$ cat src/rtl/tpu_pkg.sv
// rtl/tpu_pkg.sv - shared state encoding, default sizes and drain-latency formula for the TPU run sequencer
package tpu_pkg;

  typedef enum logic [2:0] {
    S_IDLE,
    S_WSEL,
    S_RELOAD,
    S_FEED,
    S_DRAIN,
    S_CAPTURE,
    S_DONE
  } state_t;

  localparam int MATRIX_SIZE_DEF      = 64;
  localparam int ADDRESSSIZE_DEF      = 10;
  localparam int ADDRESSSIZE_FIFO_DEF = 2;
  localparam int RELOAD_CYCLES_DEF    = 2;

  // Array depth plus input skew plus output deskew: 2*M + 2 (130 for a 64x64 array).
  function automatic int drain_cycles(input int matrix_size);
    return 2 * matrix_size + 2;
  endfunction

  function automatic int max_int(input int a, input int b);
    return (a > b) ? a : b;
  endfunction

endpackage

$ cat src/rtl/tpu_run_sequencer_if.sv
// rtl/tpu_run_sequencer_if.sv - start/busy/done handshake plus datapath strobes of the run sequencer
interface tpu_run_sequencer_if
  import tpu_pkg::*;
#(
  parameter int ADDRESSSIZE      = ADDRESSSIZE_DEF,
  parameter int ADDRESSSIZE_fifo = ADDRESSSIZE_FIFO_DEF
);
  logic                        start;
  logic [ADDRESSSIZE-1:0]      ub_base;
  logic [ADDRESSSIZE-1:0]      res_base;
  logic [ADDRESSSIZE_fifo-1:0] weight_sel;
  logic                        busy;
  logic                        done;
  logic [ADDRESSSIZE-1:0]      ub_addr;
  logic                        feed_valid;
  logic [ADDRESSSIZE_fifo-1:0] wfifo_addr;
  logic                        we_rl;
  logic                        res_we;
  logic [ADDRESSSIZE-1:0]      res_addr;

  modport master (
    output start, ub_base, res_base, weight_sel,
    input  busy, done, ub_addr, feed_valid, wfifo_addr, we_rl, res_we, res_addr
  );

  modport slave (
    input  start, ub_base, res_base, weight_sel,
    output busy, done, ub_addr, feed_valid, wfifo_addr, we_rl, res_we, res_addr
  );
endinterface

$ cat src/rtl/tpu_phase_counter.sv
// rtl/tpu_phase_counter.sv - loadable down-counter with terminal-count flag, shared by all timed phases
module tpu_phase_counter #(
  parameter int WIDTH = 8
) (
  input  logic             clk,
  input  logic             rstn,
  input  logic             i_load,
  input  logic [WIDTH-1:0] i_load_val,
  input  logic             i_en,
  output logic             o_tc
);
  logic [WIDTH-1:0] r_count;

  always_ff @(posedge clk) begin
    if (!rstn) begin
      r_count <= '0;
    end else if (i_load) begin
      r_count <= i_load_val;
    end else if (i_en && (r_count != '0)) begin
      r_count <= r_count - WIDTH'(1);
    end
  end

  assign o_tc = (r_count == '0);
endmodule

$ cat src/rtl/tpu_run_sequencer.sv
// rtl/tpu_run_sequencer.sv - one matrix pass: weight select/reload, row feed, drain, result capture
module tpu_run_sequencer
  import tpu_pkg::*;
#(
  parameter int MATRIX_SIZE      = MATRIX_SIZE_DEF,
  parameter int ADDRESSSIZE      = ADDRESSSIZE_DEF,
  parameter int ADDRESSSIZE_fifo = ADDRESSSIZE_FIFO_DEF,
  parameter int RELOAD_CYCLES    = RELOAD_CYCLES_DEF,
  parameter int DRAIN_CYCLES     = drain_cycles(MATRIX_SIZE)
) (
  input logic                clk,
  input logic                rstn,
  tpu_run_sequencer_if.slave bus
);
  localparam int CNT_MAX = max_int(max_int(MATRIX_SIZE, RELOAD_CYCLES), DRAIN_CYCLES);
  localparam int CW      = (CNT_MAX > 1) ? $clog2(CNT_MAX) : 1;

  // Phase lengths are loaded as N-1 so terminal count marks the phase's last cycle.
  localparam logic [CW-1:0] C_RELOAD = CW'(RELOAD_CYCLES - 1);
  localparam logic [CW-1:0] C_ROWS   = CW'(MATRIX_SIZE - 1);
  localparam logic [CW-1:0] C_DRAIN  = CW'(DRAIN_CYCLES - 1);

  if (MATRIX_SIZE < 1) begin : g_bad_matrix
    $error("tpu_run_sequencer: MATRIX_SIZE must be >= 1");
  end
  if (RELOAD_CYCLES < 1) begin : g_bad_reload
    $error("tpu_run_sequencer: RELOAD_CYCLES must be >= 1");
  end
  if (DRAIN_CYCLES < 1) begin : g_bad_drain
    $error("tpu_run_sequencer: DRAIN_CYCLES must be >= 1");
  end

  state_t                      r_state;
  logic [ADDRESSSIZE-1:0]      r_ub_base;
  logic [ADDRESSSIZE-1:0]      r_res_base;
  logic [ADDRESSSIZE-1:0]      r_ub_addr;
  logic [ADDRESSSIZE-1:0]      r_res_addr;
  logic [ADDRESSSIZE_fifo-1:0] r_wfifo_addr;
  logic                        r_busy;
  logic                        r_done;
  logic                        r_we_rl;
  logic                        r_feed_valid;
  logic                        r_res_we;

  logic                        w_cnt_load;
  logic                        w_cnt_en;
  logic [CW-1:0]               w_cnt_val;
  logic                        w_tc;

  tpu_phase_counter #(.WIDTH(CW)) u_phase_counter (
    .clk        (clk),
    .rstn       (rstn),
    .i_load     (w_cnt_load),
    .i_load_val (w_cnt_val),
    .i_en       (w_cnt_en),
    .o_tc       (w_tc)
  );

  always_comb begin
    w_cnt_load = 1'b0;
    w_cnt_en   = 1'b0;
    w_cnt_val  = '0;
    case (r_state)
      S_WSEL: begin
        w_cnt_load = 1'b1;
        w_cnt_val  = C_RELOAD;
      end
      S_RELOAD: begin
        w_cnt_load = w_tc;
        w_cnt_en   = !w_tc;
        w_cnt_val  = C_ROWS;
      end
      S_FEED: begin
        w_cnt_load = w_tc;
        w_cnt_en   = !w_tc;
        w_cnt_val  = C_DRAIN;
      end
      S_DRAIN: begin
        w_cnt_load = w_tc;
        w_cnt_en   = !w_tc;
        w_cnt_val  = C_ROWS;
      end
      S_CAPTURE: w_cnt_en = 1'b1;
      default: ;
    endcase
  end

  // Outputs are written on the edge that enters each state, so they line up with r_state.
  always_ff @(posedge clk) begin
    if (!rstn) begin
      r_state      <= S_IDLE;
      r_ub_base    <= '0;
      r_res_base   <= '0;
      r_ub_addr    <= '0;
      r_res_addr   <= '0;
      r_wfifo_addr <= '0;
      r_busy       <= 1'b0;
      r_done       <= 1'b0;
      r_we_rl      <= 1'b0;
      r_feed_valid <= 1'b0;
      r_res_we     <= 1'b0;
    end else begin
      case (r_state)
        S_IDLE: begin
          if (bus.start) begin
            r_ub_base    <= bus.ub_base;
            r_res_base   <= bus.res_base;
            r_wfifo_addr <= bus.weight_sel;
            r_busy       <= 1'b1;
            r_state      <= S_WSEL;
          end
        end
        S_WSEL: begin
          r_we_rl <= 1'b1;
          r_state <= S_RELOAD;
        end
        S_RELOAD: begin
          if (w_tc) begin
            r_we_rl      <= 1'b0;
            r_feed_valid <= 1'b1;
            r_ub_addr    <= r_ub_base;
            r_state      <= S_FEED;
          end
        end
        S_FEED: begin
          if (w_tc) begin
            r_feed_valid <= 1'b0;
            r_state      <= S_DRAIN;
          end else begin
            r_ub_addr <= r_ub_addr + ADDRESSSIZE'(1);
          end
        end
        S_DRAIN: begin
          if (w_tc) begin
            r_res_we   <= 1'b1;
            r_res_addr <= r_res_base;
            r_state    <= S_CAPTURE;
          end
        end
        S_CAPTURE: begin
          if (w_tc) begin
            r_res_we <= 1'b0;
            r_busy   <= 1'b0;
            r_done   <= 1'b1;
            r_state  <= S_DONE;
          end else begin
            r_res_addr <= r_res_addr + ADDRESSSIZE'(1);
          end
        end
        S_DONE: begin
          r_done  <= 1'b0;
          r_state <= S_IDLE;
        end
        default: r_state <= S_IDLE;
      endcase
    end
  end

  assign bus.busy       = r_busy;
  assign bus.done       = r_done;
  assign bus.ub_addr    = r_ub_addr;
  assign bus.feed_valid = r_feed_valid;
  assign bus.wfifo_addr = r_wfifo_addr;
  assign bus.we_rl      = r_we_rl;
  assign bus.res_we     = r_res_we;
  assign bus.res_addr   = r_res_addr;
endmodule

$ cat src/flat_wrapper.sv
// flat-port wrapper written by rule: the top's interface ports become plain ports
module tpu_run_sequencer_flat import tpu_pkg::*;
#(
  parameter int MATRIX_SIZE      = MATRIX_SIZE_DEF,
  parameter int ADDRESSSIZE      = ADDRESSSIZE_DEF,
  parameter int ADDRESSSIZE_fifo = ADDRESSSIZE_FIFO_DEF,
  parameter int RELOAD_CYCLES    = RELOAD_CYCLES_DEF,
  parameter int DRAIN_CYCLES     = drain_cycles(MATRIX_SIZE)
)
  (clk, rstn, bus_start, bus_ub_base, bus_res_base, bus_weight_sel, bus_busy, bus_done, bus_ub_addr, bus_feed_valid, bus_wfifo_addr, bus_we_rl, bus_res_we, bus_res_addr);
  tpu_run_sequencer_if #(.ADDRESSSIZE(ADDRESSSIZE), .ADDRESSSIZE_fifo(ADDRESSSIZE_fifo)) bus_i ();
  input logic clk;
  input logic rstn;
  input wire logic [$bits(bus_i.start)-1:0] bus_start;
  input wire logic [$bits(bus_i.ub_base)-1:0] bus_ub_base;
  input wire logic [$bits(bus_i.res_base)-1:0] bus_res_base;
  input wire logic [$bits(bus_i.weight_sel)-1:0] bus_weight_sel;
  output wire logic [$bits(bus_i.busy)-1:0] bus_busy;
  output wire logic [$bits(bus_i.done)-1:0] bus_done;
  output wire logic [$bits(bus_i.ub_addr)-1:0] bus_ub_addr;
  output wire logic [$bits(bus_i.feed_valid)-1:0] bus_feed_valid;
  output wire logic [$bits(bus_i.wfifo_addr)-1:0] bus_wfifo_addr;
  output wire logic [$bits(bus_i.we_rl)-1:0] bus_we_rl;
  output wire logic [$bits(bus_i.res_we)-1:0] bus_res_we;
  output wire logic [$bits(bus_i.res_addr)-1:0] bus_res_addr;
  assign bus_i.start = bus_start;
  assign bus_i.ub_base = bus_ub_base;
  assign bus_i.res_base = bus_res_base;
  assign bus_i.weight_sel = bus_weight_sel;
  assign bus_busy = bus_i.busy;
  assign bus_done = bus_i.done;
  assign bus_ub_addr = bus_i.ub_addr;
  assign bus_feed_valid = bus_i.feed_valid;
  assign bus_wfifo_addr = bus_i.wfifo_addr;
  assign bus_we_rl = bus_i.we_rl;
  assign bus_res_we = bus_i.res_we;
  assign bus_res_addr = bus_i.res_addr;
  tpu_run_sequencer #(.MATRIX_SIZE(MATRIX_SIZE), .ADDRESSSIZE(ADDRESSSIZE), .ADDRESSSIZE_fifo(ADDRESSSIZE_fifo), .RELOAD_CYCLES(RELOAD_CYCLES), .DRAIN_CYCLES(DRAIN_CYCLES)) u_core (.clk(clk), .rstn(rstn), .bus(bus_i));
endmodule
$ cat config.mk
export PLATFORM = sky130hd
export DESIGN_NAME = tpu_run_sequencer_flat
export DESIGN_NICKNAME = d
export VERILOG_FILES = /design/src/rtl/tpu_pkg.sv /design/src/rtl/tpu_run_sequencer_if.sv /design/src/rtl/tpu_phase_counter.sv /design/src/rtl/tpu_run_sequencer.sv /design/src/flat_wrapper.sv
export SDC_FILE = /design/constraint.sdc
export NUM_CORES = 1
export LEC_CHECK = 0
export BUFFER_PORTS_ARGS = -buffer_cell sky130_fd_sc_hd__clkbuf_2
export CELL_PAD_IN_SITES_DETAIL_PLACEMENT = 0
export CELL_PAD_IN_SITES_GLOBAL_PLACEMENT = 1
export CORE_ASPECT_RATIO = 0.6
export CORE_MARGIN = 3
export CORE_UTILIZATION = 41
export DETAILED_ROUTE_END_ITERATION = 16
export PLACE_DENSITY = 0.89
export SETUP_SLACK_MARGIN = 0.5
export SLEW_MARGIN = 20
export SYNTH_ARGS = -nofsm -noshare
export SYNTH_HDL_FRONTEND = slang
export SYNTH_SLANG_ARGS = --single-unit
$ cat constraint.sdc
create_clock -name clk -period 2.55 [get_ports clk]
set_input_delay 0.3825 -clock clk [delete_from_list [all_inputs] [get_ports clk]]
set_output_delay 0.3825 -clock clk [all_outputs]
set_load 0.005 [all_outputs]
==> results of run 1 <==
-- logic make-up after synthesis --
logic type               after synthesis  synth area share, %
AO/OA/AOI/OAI                        118                 25.2
XOR/XNOR                               3                0.866
adder cells (fa/ha/maj)                4                 1.65
buffers and inverters                 32                 5.40
flip-flops                            58                 38.3
multiplexers                           1                0.330
AND/OR/NAND/NOR                      177                 28.3
-- per-stage QoR --
step                      hold slack, ns  area, um2  worst slack (ns)  utilization, %  power (W)
after floorplan                    0.436       3030             0.564               -    0.00242
after global placement             0.444       3400             0.345            49.2    0.00286
after detailed placement           0.451       3400             0.304            49.2    0.00288
after CTS                          0.267       3740             0.499            54.1    0.00407
after global routing               0.274       3750             0.441            54.3    0.00436
final                              0.272       3750             0.523            54.3    0.00412
-- flip-flops by register name, summed over array words and instances, names as in the netlist --
signal and cells:
u_core.bus.done 1, u_core.bus.wfifo_addr 2, u_core.r_state 3, u_core.bus.res_we 1, u_core.r_res_base 10, u_core.u_phase_counter.r_count 8
u_core.bus.busy 1, u_core.bus.res_addr 10, u_core.bus.we_rl 1, u_core.r_ub_base 10, u_core.bus.ub_addr 10, u_core.bus.feed_valid 1
-- cells in the mapped netlist, types with 2 or more instances --
cell	count
a211oi_1	2
a21boi_0	9
a21o_1	3
a21oi_1	45
a22oi_1	2
a2bb2oi_1	2
a311oi_1	4
a32oi_1	2
and2_1	2
buf_2	5
buf_6	5
clkbuf_1	16
dfxtp_1	58
ha_1	4
inv_1	3
nand2_1	78
nand2b_1	4
nand3_1	11
nand3b_1	2
nand4_1	4
nor2_1	34
nor2_2	2
nor3_1	17
nor3b_1	2
nor4_1	7
nor4_4	2
o211ai_1	2
o211ai_2	2
o21a_1	3
o21ai_0	22
o22ai_1	3
o31ai_1	5
or3_1	2
xnor2_1	2
-- how the worst min path moves through the flow --
stage | cells past startpoint | from | end | slack, ns
after floorplan | 2 | u_core.r_res_base[3]$_SDFFE_PN0P_ | u_core.r_res_base[3]$_SDFFE_PN0P_ | 0.44
after global placement | 2 | u_core.bus.wfifo_addr[0]$_SDFFE_PN0P_ | u_core.bus.wfifo_addr[0]$_SDFFE_PN0P_ | 0.44
after detailed placement | 2 | u_core.r_res_base[4]$_SDFFE_PN0P_ | u_core.r_res_base[4]$_SDFFE_PN0P_ | 0.45
after CTS | 3 | bus_weight_sel[0] | u_core.bus.wfifo_addr[0]$_SDFFE_PN0P_ | 0.27
after global routing | 3 | bus_weight_sel[0] | u_core.bus.wfifo_addr[0]$_SDFFE_PN0P_ | 0.27
final | 3 | bus_weight_sel[0] | u_core.bus.wfifo_addr[0]$_SDFFE_PN0P_ | 0.27
-- critical path, cell delays in order, from the launching register on --
cell and delay [ns]:
dfxtp_4 0.34, inv_2 0.07, ha_4 0.15, buf_4 0.11, nor4b_4 0.24, nand2_2 0.12
buf_4 0.19, a21oi_1 0.15, buf_4 0.18, nor2_1 0.05, nor4_1 0.31
-- layout make-up --
| type | instances | area (um2) | share of cell area, % |
|---|---|---|---|
| Tap cell | 87 | 109 | 2.90 |
| Timing Repair Buffer | 75 | 448 | 11.9 |
| Clock inverter | 3 | 15.0 | 0.400 |
| Sequential cell | 58 | 1170 | 31.1 |
| Inverter | 5 | 18.8 | 0.500 |
| Multi-Input combinational cell | 303 | 1740 | 46.5 |
| Clock buffer | 13 | 250 | 6.67 |
-- repair_timing --
| action | 4_1_cts | 5_1_grt |
|---|---|---|
| gates resized for setup | 11 | 3 |
| pin swaps | 4 | 3 |
| setup endpoints to repair | 26 | 19 |
| buffers inserted | 6 | 0 |
| hold buffers | 0 | 0 |
-- power groups by stage --
stage	Clock, W	Combinational [W]	Sequential, W
3_3_place_gp	0	0.00156	0.00130
4_1_cts	0.00111	0.00167	0.00129
3_5_place_dp	0	0.00157	0.00131
6_report	0.00108	0.00173	0.00131
5_1_grt	0.00116	0.00187	0.00133
2_1_floorplan	0	0.00121	0.00121
-- routing by layer --
| layer | track usage (%) | wire (um) |
|---|---|---|
| met1 | 30.7 | 4330 |
| met2 | 30.1 | 3610 |
| met3 | 7.37 | 679 |
| met4 | 6.23 | 90 |
| met5 | 0 | 0 |
==> impl_metrics.json, run 1 <==
{
  "period_share_pct": 79.5,
  "status": "finished, final reports clean",
  "netSwitchingFraction_pct": 39.9,
  "synth_fp_nets": 422,
  "area_delta_synth_final_pct": 23.7,
  "r2r_slack_ns": 0.52,
  "finalHoldViolCount": 0,
  "nFillCells": 661,
  "antenna_found_initial": 0,
  "nets": 481,
  "slew_viol_final": 0,
  "wire_per_inst_um": 16.0,
  "grt_max_degree": 22,
  "drc": 0,
  "crit_type": "reg -> reg",
  "routed_wl_um": 8710,
  "cts_inserted_buffers": 9,
  "htreeDepth": 3,
  "gp_congestion": 0.918,
  "insertion_delay_ns": 0.33,
  "die_area_mm2": 0.00850,
  "synth_warnings": 0,
  "cts.sinks": 58,
  "p_int_w": 0.00248,
  "synth_cell_type_count": 61,
  "crit_path_start_kind": "flip-flop",
  "dr.first_iter.drc_count": 292,
  "core_mm2": 0.00691,
  "endpoint_kind": "flip-flop",
  "slew_headroom_pct": 65.4,
  "finalCriticalPeriod_ns": 2.03,
  "arrival_ns": 2.24,
  "drive_above_1_share_pct": 24.9,
  "most-common-layout-cells": "nand2_1 (78), dfxtp_1 (55), clkbuf_2 (51)",
  "r2r_cells": 10,
  "power.density_mw_per_mm2": 1100,
  "path_clk_slew_ns": 0.05,
  "overflow": 0,
  "clock_tree.root_cell": "clkbuf_16",
  "drv_cap": 0,
  "crit_required_ns": 2.77,
  "placed_cells": 522,
  "tritoncts": "done",
  "synth_enable_flop_cells": 0,
  "rsz0062_at_grt": "true",
  "ys.flop_type": "dfxtp_1",
  "io_pins": 52,
  "yosysTopAreaCellShare_pct": 38.3,
  "syn_area_per_cell_um2": 7.72,
  "ir_worst_vdd_mv": 0.439,
  "synth_cells": 393,
  "setup_tns_ns": 0,
  "worst-path-max-fanout": 7,
  "fp.dieW_um": 117,
  "grt_pass1_vias": 2723,
  "track_usage_pct": 21.3,
  "die_h_um": 72.6,
  "worst_slew_pin_slew_ns": 0.516,
  "port_buffers": 51,
  "grt_pass1_wl_um": 13900,
  "pwr-share-clk_pct": 26.3,
  "ys_async_sr_fraction_pct": 0,
  "startpoint": "u_core.u_phase_counter.r_count[0]$_SDFFE_PN0P_",
  "routed_via_density": 5.64,
  "setup_viol": 0,
  "p_comb_share_pct": 42.0,
  "vias": 3070,
  "final_cells": 544,
  "rows": 23,
  "fin_worst_skew_ns": 0.00770,
  "netlist_area_mm2": 0.00303,
  "seqPwrFrac_pct": 31.7,
  "fmax_mhz": 493,
  "drtAntennaViolNets": 0,
  "p_leak_nw": 1.44,
  "ys_seq_area_share_pct": 38.3,
  "final_common_cell": "nand2_1",
  "r2r_end": "u_core.u_phase_counter.r_count[3]$_SDFFE_PN0P_",
  "power.switching_w": 0.00164,
  "synth-seq-cells": 58,
  "drtPass1Iterations": 5,
  "hold_path.class": "in -> reg",
  "diodes": 0,
  "r2r_start": "u_core.u_phase_counter.r_count[0]$_SDFFE_PN0P_",
  "ys_top_cells_by_area": "dfxtp_1 (38%), nand2_1 (9.7%), a21oi_1 (7.4%)",
  "cts_max_path_buffers": 2,
  "endpoint": "u_core.u_phase_counter.r_count[3]$_SDFFE_PN0P_",
  "hpwl_um": 6090,
  "start_util_pct": 43.9,
  "synth_top_area_cell": "dfxtp_1"
}
Power figures use the tool's default switching activity.
==> run 2: changes to the inputs <==
clock period = 2.1 ns   (was 2.55 ns; I/O delays follow)
==> impl_metrics.json, run 2 (synthesis gave the netlist of run 1 again) <==
{
  "status": "finished, final reports clean",
  "vias": 3252,
  "finalCriticalPeriod_ns": 1.96,
  "wire_per_inst_um": 16.6,
  "grt_pass1_wl_um": 14600,
  "port_buffers": 51,
  "cts_max_path_buffers": 2,
  "crit_required_ns": 2.33,
  "crit_type": "reg -> reg",
  "fp.dieW_um": 117,
  "ir_worst_vdd_mv": 0.729,
  "crit_path_start_kind": "flip-flop",
  "slowest_stage": "dfxtp_4",
  "worst-path-max-fanout": 5,
  "io_pins": 52,
  "endpoint_kind": "flip-flop",
  "rows": 23,
  "worst_slew_pin_slew_ns": 0.467,
  "drv_cap": 0,
  "slew_viol_final": 0,
  "most-common-layout-cells": "nand2_1 (77), dfxtp_1 (53), clkbuf_2 (51)",
  "total_power_w": 0.00587,
  "start_util_pct": 43.9,
  "placed_cells": 533,
  "area_delta_synth_final_pct": 37.8,
  "cp_cell_sequence": "inv_4 > ha_4 > buf_4 > nor4b_4 > buf_4 > a21oi_4 > nor2_2 > buf_2 > nor2_1 > a21o_1",
  "final_cells": 564,
  "multiInputGateArea_mm2": 0.00194,
  "cts.sinks": 58,
  "drtAntennaViolNets": 0,
  "nets": 501,
  "crit_top_cell": "buf_4",
  "power.density_mw_per_mm2": 1410,
  "setup_tns_ns": 0,
  "gp_congestion": 0.865,
  "clock_tree.root_cell": "clkbuf_16",
  "drc": 0,
  "dr.first_iter.drc_count": 380,
  "grt_max_degree": 23,
  "routed_via_density": 5.77,
  "die_area_mm2": 0.00850,
  "fin_hold_ws_ns": 0.201,
  "slowest_delay_ns": 0.35,
  "period_share_pct": 93.5,
  "antenna_found_initial": 0,
  "overflow": 0,
  "diodes": 0,
  "nFillCells": 580,
  "cts_inserted_buffers": 9,
  "path_clk_slew_ns": 0.05,
  "rsz0062_at_grt": "true",
  "hold_path.class": "in -> reg",
  "setup_viol": 0,
  "slew_headroom_pct": 68.6,
  "track_usage_pct": 22.0,
  "insertion_delay_ns": 0.33,
  "fmax_mhz": 509,
  "die_h_um": 72.6,
  "final_common_cell": "nand2_1",
  "hpwl_um": 5960,
  "arrival_ns": 2.19,
  "drtPass1Iterations": 6,
  "fin_worst_skew_ns": 0.00696,
  "finalHoldViolCount": 0,
  "routed_wl_um": 9370,
  "ff_latch_area_mm2": 0.00117,
  "tritoncts": "done",
  "core_mm2": 0.00691,
  "drive_above_1_share_pct": 35.8,
  "grt_pass1_vias": 2934,
  "htreeDepth": 3,
  "p_leak_nw": 1.60
}
run 2: changes by cell type in the layout (fill, tap and decap cells not counted), moves of 3 or more:
cell      before  now
buf_4         23   32
nor2_1        34   28
a21oi_2        1    6
clkbuf_1       3    0
o21ai_2        0    4
o21ai_0       21   13
a21oi_1       44   36
buf_6          0   10
nor3_1        17   13
nor2_2         2    7
o21ai_1        1    5
a21oi_4        1    4
clkinv_4       0    3
run 2: layer usage:
metal | GRT usage [%] | wire [um] | up-vias
li1 | - | - | 1572
met1 | 32.3 | 4440 | 1501
met2 | 30.7 | 3900 | 160
met3 | 6.05 | 840 | 19
met4 | 8.02 | 186 | 0
met5 | 0 | 0 | -
run 2: cell type report:
type	instances	share of cell area [%]
clock buffer	9	5.39
multi-input combinational	303	46.4
clock inverter	7	1.86
sequential	58	28.1
tap	87	2.60
inverter	5	0.569
timing repair buffer	95	15.1
run 2: repair_timing:
action | in CTS | in global routing
resized for setup | 34 | 30
pin swaps | 17 | 15
buffers inserted | 12 | 2
setup endpoints to repair | 56 | 44
hold buffers | 0 | 0
cloned | 1 | 0
run 2: worst paths after layout:
kind / startpoint / endpoint / slack, ns / depth (start not counted)
worst max-delay path: u_core.u_phase_counter.r_count[0]$_SDFFE_PN0P_ / u_core.bus.ub_addr[8]$_SDFFE_PN0P_ / 0.14 / 10
worst min-delay path: bus_res_base[1] / u_core.r_res_base[1]$_SDFFE_PN0P_ / 0.20 / 3
worst max register to register: u_core.u_phase_counter.r_count[0]$_SDFFE_PN0P_ / u_core.bus.ub_addr[8]$_SDFFE_PN0P_ / 0.14 / 10
worst min register to register: u_core.r_res_base[5]$_SDFFE_PN0P_ / u_core.r_res_base[5]$_SDFFE_PN0P_ / 0.45 / 2
run 2: through the flow:
stage	util, %	worst slack, ns	cell area [um2]
after floorplan	-	0.234	3080
after global placement	51.1	0.0873	3530
after detailed placement	51.1	0.0459	3530
after CTS	58.8	0.175	4060
after global routing	60.5	0.0700	4180
final	60.5	0.136	4180
run 2: where the power goes:
part / switching, W / internal [W] / leakage (nW) / total, W
sequential: 0.000250 / 0.00132 / 0.475 / 0.00157
combinational: 0.00160 / 0.00123 / 0.976 / 0.00283
clock: 0.000546 / 0.000924 / 0.146 / 0.00147
total: 0.00240 / 0.00348 / 1.60 / 0.00587
run 2: worst max-delay path, delay by kind of cell (launching register included):
kind | cells | cell delay, ns
buf+inv | 4 | 0.58
simple gates | 3 | 0.53
flops | 1 | 0.35
compound gates | 2 | 0.26
fa+ha+maj | 1 | 0.14
==> run 3: changes to the inputs <==
clock period = 2.2 ns   (was 2.1 ns; I/O delays follow)
==> impl_metrics.json, run 3 (synthesis gave the netlist of run 1 again) <==
{
  "htreeDepth": 3,
  "netSwitchingFraction_pct": 39.0,
  "drv_cap": 0,
  "setup_tns_ns": 0,
  "slew_headroom_pct": 63.3,
  "die_area_mm2": 0.00850,
  "io_pins": 52,
  "p_comb_share_pct": 44.8,
  "slowest_delay_ns": 0.50,
  "seqPwrFrac_pct": 27.7,
  "tritoncts": "done",
  "worst_slew_pin_slew_ns": 0.546,
  "routed_via_density": 5.70,
  "setup_viol": 0,
  "path_clk_slew_ns": 0.05,
  "slew_viol_final": 0,
  "antenna_found_initial": 0,
  "cts_inserted_buffers": 9,
  "routed_wl_um": 8900,
  "ir_worst_vdd_mv": 0.631,
  "finalCriticalPeriod_ns": 1.99,
  "fin_hold_ws_ns": 0.217,
  "nets": 492,
  "start_util_pct": 43.9,
  "overflow": 0,
  "die_h_um": 72.6,
  "fmax_mhz": 503,
  "final_core_util_pct": 59.7,
  "rsz0062_at_grt": "true",
  "final_common_cell": "nand2_1",
  "most-common-layout-cells": "nand2_1 (74), dfxtp_1 (54), clkbuf_2 (51)",
  "hold_path.class": "in -> reg",
  "area_delta_synth_final_pct": 36.0,
  "gp_congestion": 0.901,
  "crit_path_start_kind": "flip-flop",
  "clock_tree.root_cell": "clkbuf_16",
  "period_share_pct": 90.3,
  "fp.dieW_um": 117,
  "cts_max_path_buffers": 2,
  "placed_cells": 523,
  "drtPass1Iterations": 5,
  "power.density_mw_per_mm2": 1320,
  "worst-path-max-fanout": 4,
  "grt_pass1_vias": 2857,
  "status": "finished, final reports clean",
  "fin_worst_skew_ns": 0.00410,
  "drc": 0,
  "insertion_delay_ns": 0.33,
  "rows": 23,
  "wire_per_inst_um": 16.0,
  "core_mm2": 0.00691,
  "p_leak_nw": 1.56,
  "power.switching_w": 0.00212,
  "drtAntennaViolNets": 0,
  "port_buffers": 51,
  "finalHoldViolCount": 0,
  "grt_max_degree": 30,
  "arrival_ns": 2.20,
  "worst-path-buf-inv": 4,
  "p_int_w": 0.00331,
  "grt_pass1_wl_um": 14300,
  "track_usage_pct": 21.8,
  "diodes": 0,
  "dr.first_iter.drc_count": 366,
  "critPathTopFamily": "simple AND/OR/NAND/NOR gates",
  "cp_cell_sequence": "inv_2 > ha_4 > or4b_4 > buf_6 > buf_6 > o21ai_2 > buf_6 > a32oi_1 > o221ai_1 > nor3_1",
  "endpoint_kind": "flip-flop",
  "crit_top_cell": "buf_6",
  "crit_type": "reg -> reg",
  "hpwl_um": 5910,
  "drive_above_1_share_pct": 34.8,
  "slowest_stage": "or4b_4",
  "crit_required_ns": 2.42,
  "cts.sinks": 58,
  "pwr-share-clk_pct": 27.5,
  "final_cells": 555,
  "vias": 3163
}
run 3: changes by cell type in the layout (fill, tap and decap cells not counted), moves of 2 or more:
cell / delta
o21ai_1: -2
nor3_1: +2
nand3_1: -2
buf_4: -10
nor3_2: -2
nand2_1: -3
clkinv_4: -3
nor2_2: -2
a21oi_1: -3
o22ai_2: -2
a21oi_2: +4
nand2_2: +3
nand3_2: +2
run 3: cell type report:
cell class	instances	area, um2
Fill cell	597	2780
Clock inverter	5	76.3
Inverter	5	21.3
Sequential cell	58	1170
Clock buffer	11	243
Tap cell	87	109
Timing Repair Buffer	86	578
Multi-Input combinational cell	303	1930
run 3: worst paths after layout:
| path | startpoint | to | slack, ns | cells after the start |
|---|---|---|---|---|
| min | bus_ub_base[8] | u_core.r_ub_base[8]$_SDFFE_PN0P_ | 0.22 | 3 |
| min reg2reg | u_core.r_ub_base[9]$_SDFFE_PN0P_ | u_core.r_ub_base[9]$_SDFFE_PN0P_ | 0.46 | 2 |
| max reg2reg | u_core.u_phase_counter.r_count[1]$_SDFFE_PN0P_ | u_core.u_phase_counter.r_count[5]$_SDFFE_PN0P_ | 0.21 | 10 |
| max | u_core.u_phase_counter.r_count[1]$_SDFFE_PN0P_ | u_core.u_phase_counter.r_count[5]$_SDFFE_PN0P_ | 0.21 | 10 |
run 3: timing repair:
item | 4_1_cts | 5_1_grt
hold endpoints to repair | 0 | 0
gates resized for setup | 28 | 37
pin swaps | 20 | 17
setup buffers | 12 | 3
hold buffers | 0 | 0
gates cloned | 1 | 0
setup endpoints to repair | 29 | 54
run 3: power by group through the flow:
stage | clock (W) | sequential (W) | combinational [W]
floorplan | 0 | 0.00141 | 0.00145
global placement | 0 | 0.00150 | 0.00186
detailed placement | 0 | 0.00150 | 0.00189
CTS | 0.00153 | 0.00148 | 0.00218
global route | 0.00158 | 0.00153 | 0.00262
finish | 0.00150 | 0.00150 | 0.00243
run 3: worst register-to-register path, stage by stage, from the launching register on:
cell,delay (ns)
dfxtp_2,0.32
inv_2,0.07
ha_4,0.13
or4b_4,0.51
buf_6,0.14
buf_6,0.11
o21ai_2,0.14
buf_6,0.13
a32oi_1,0.05
o221ai_1,0.20
nor3_1,0.07
run 3: per-layer routing:
layer	track usage, %	wire length, um	up-vias
met2	30.0	3690	115
met3	7.13	761	10
met1	32.2	4350	1494
met5	0	0	-
met4	7.00	95	0
li1	-	-	1544
run 3: through the flow:
stage	power (W)	instance area [um2]	setup slack, ns
finish	0.00543	4130	0.214
global route	0.00573	4130	0.154
CTS	0.00519	3960	0.201
detailed placement	0.00339	3460	0.131
global placement	0.00335	3460	0.195
floorplan	0.00285	3080	0.334
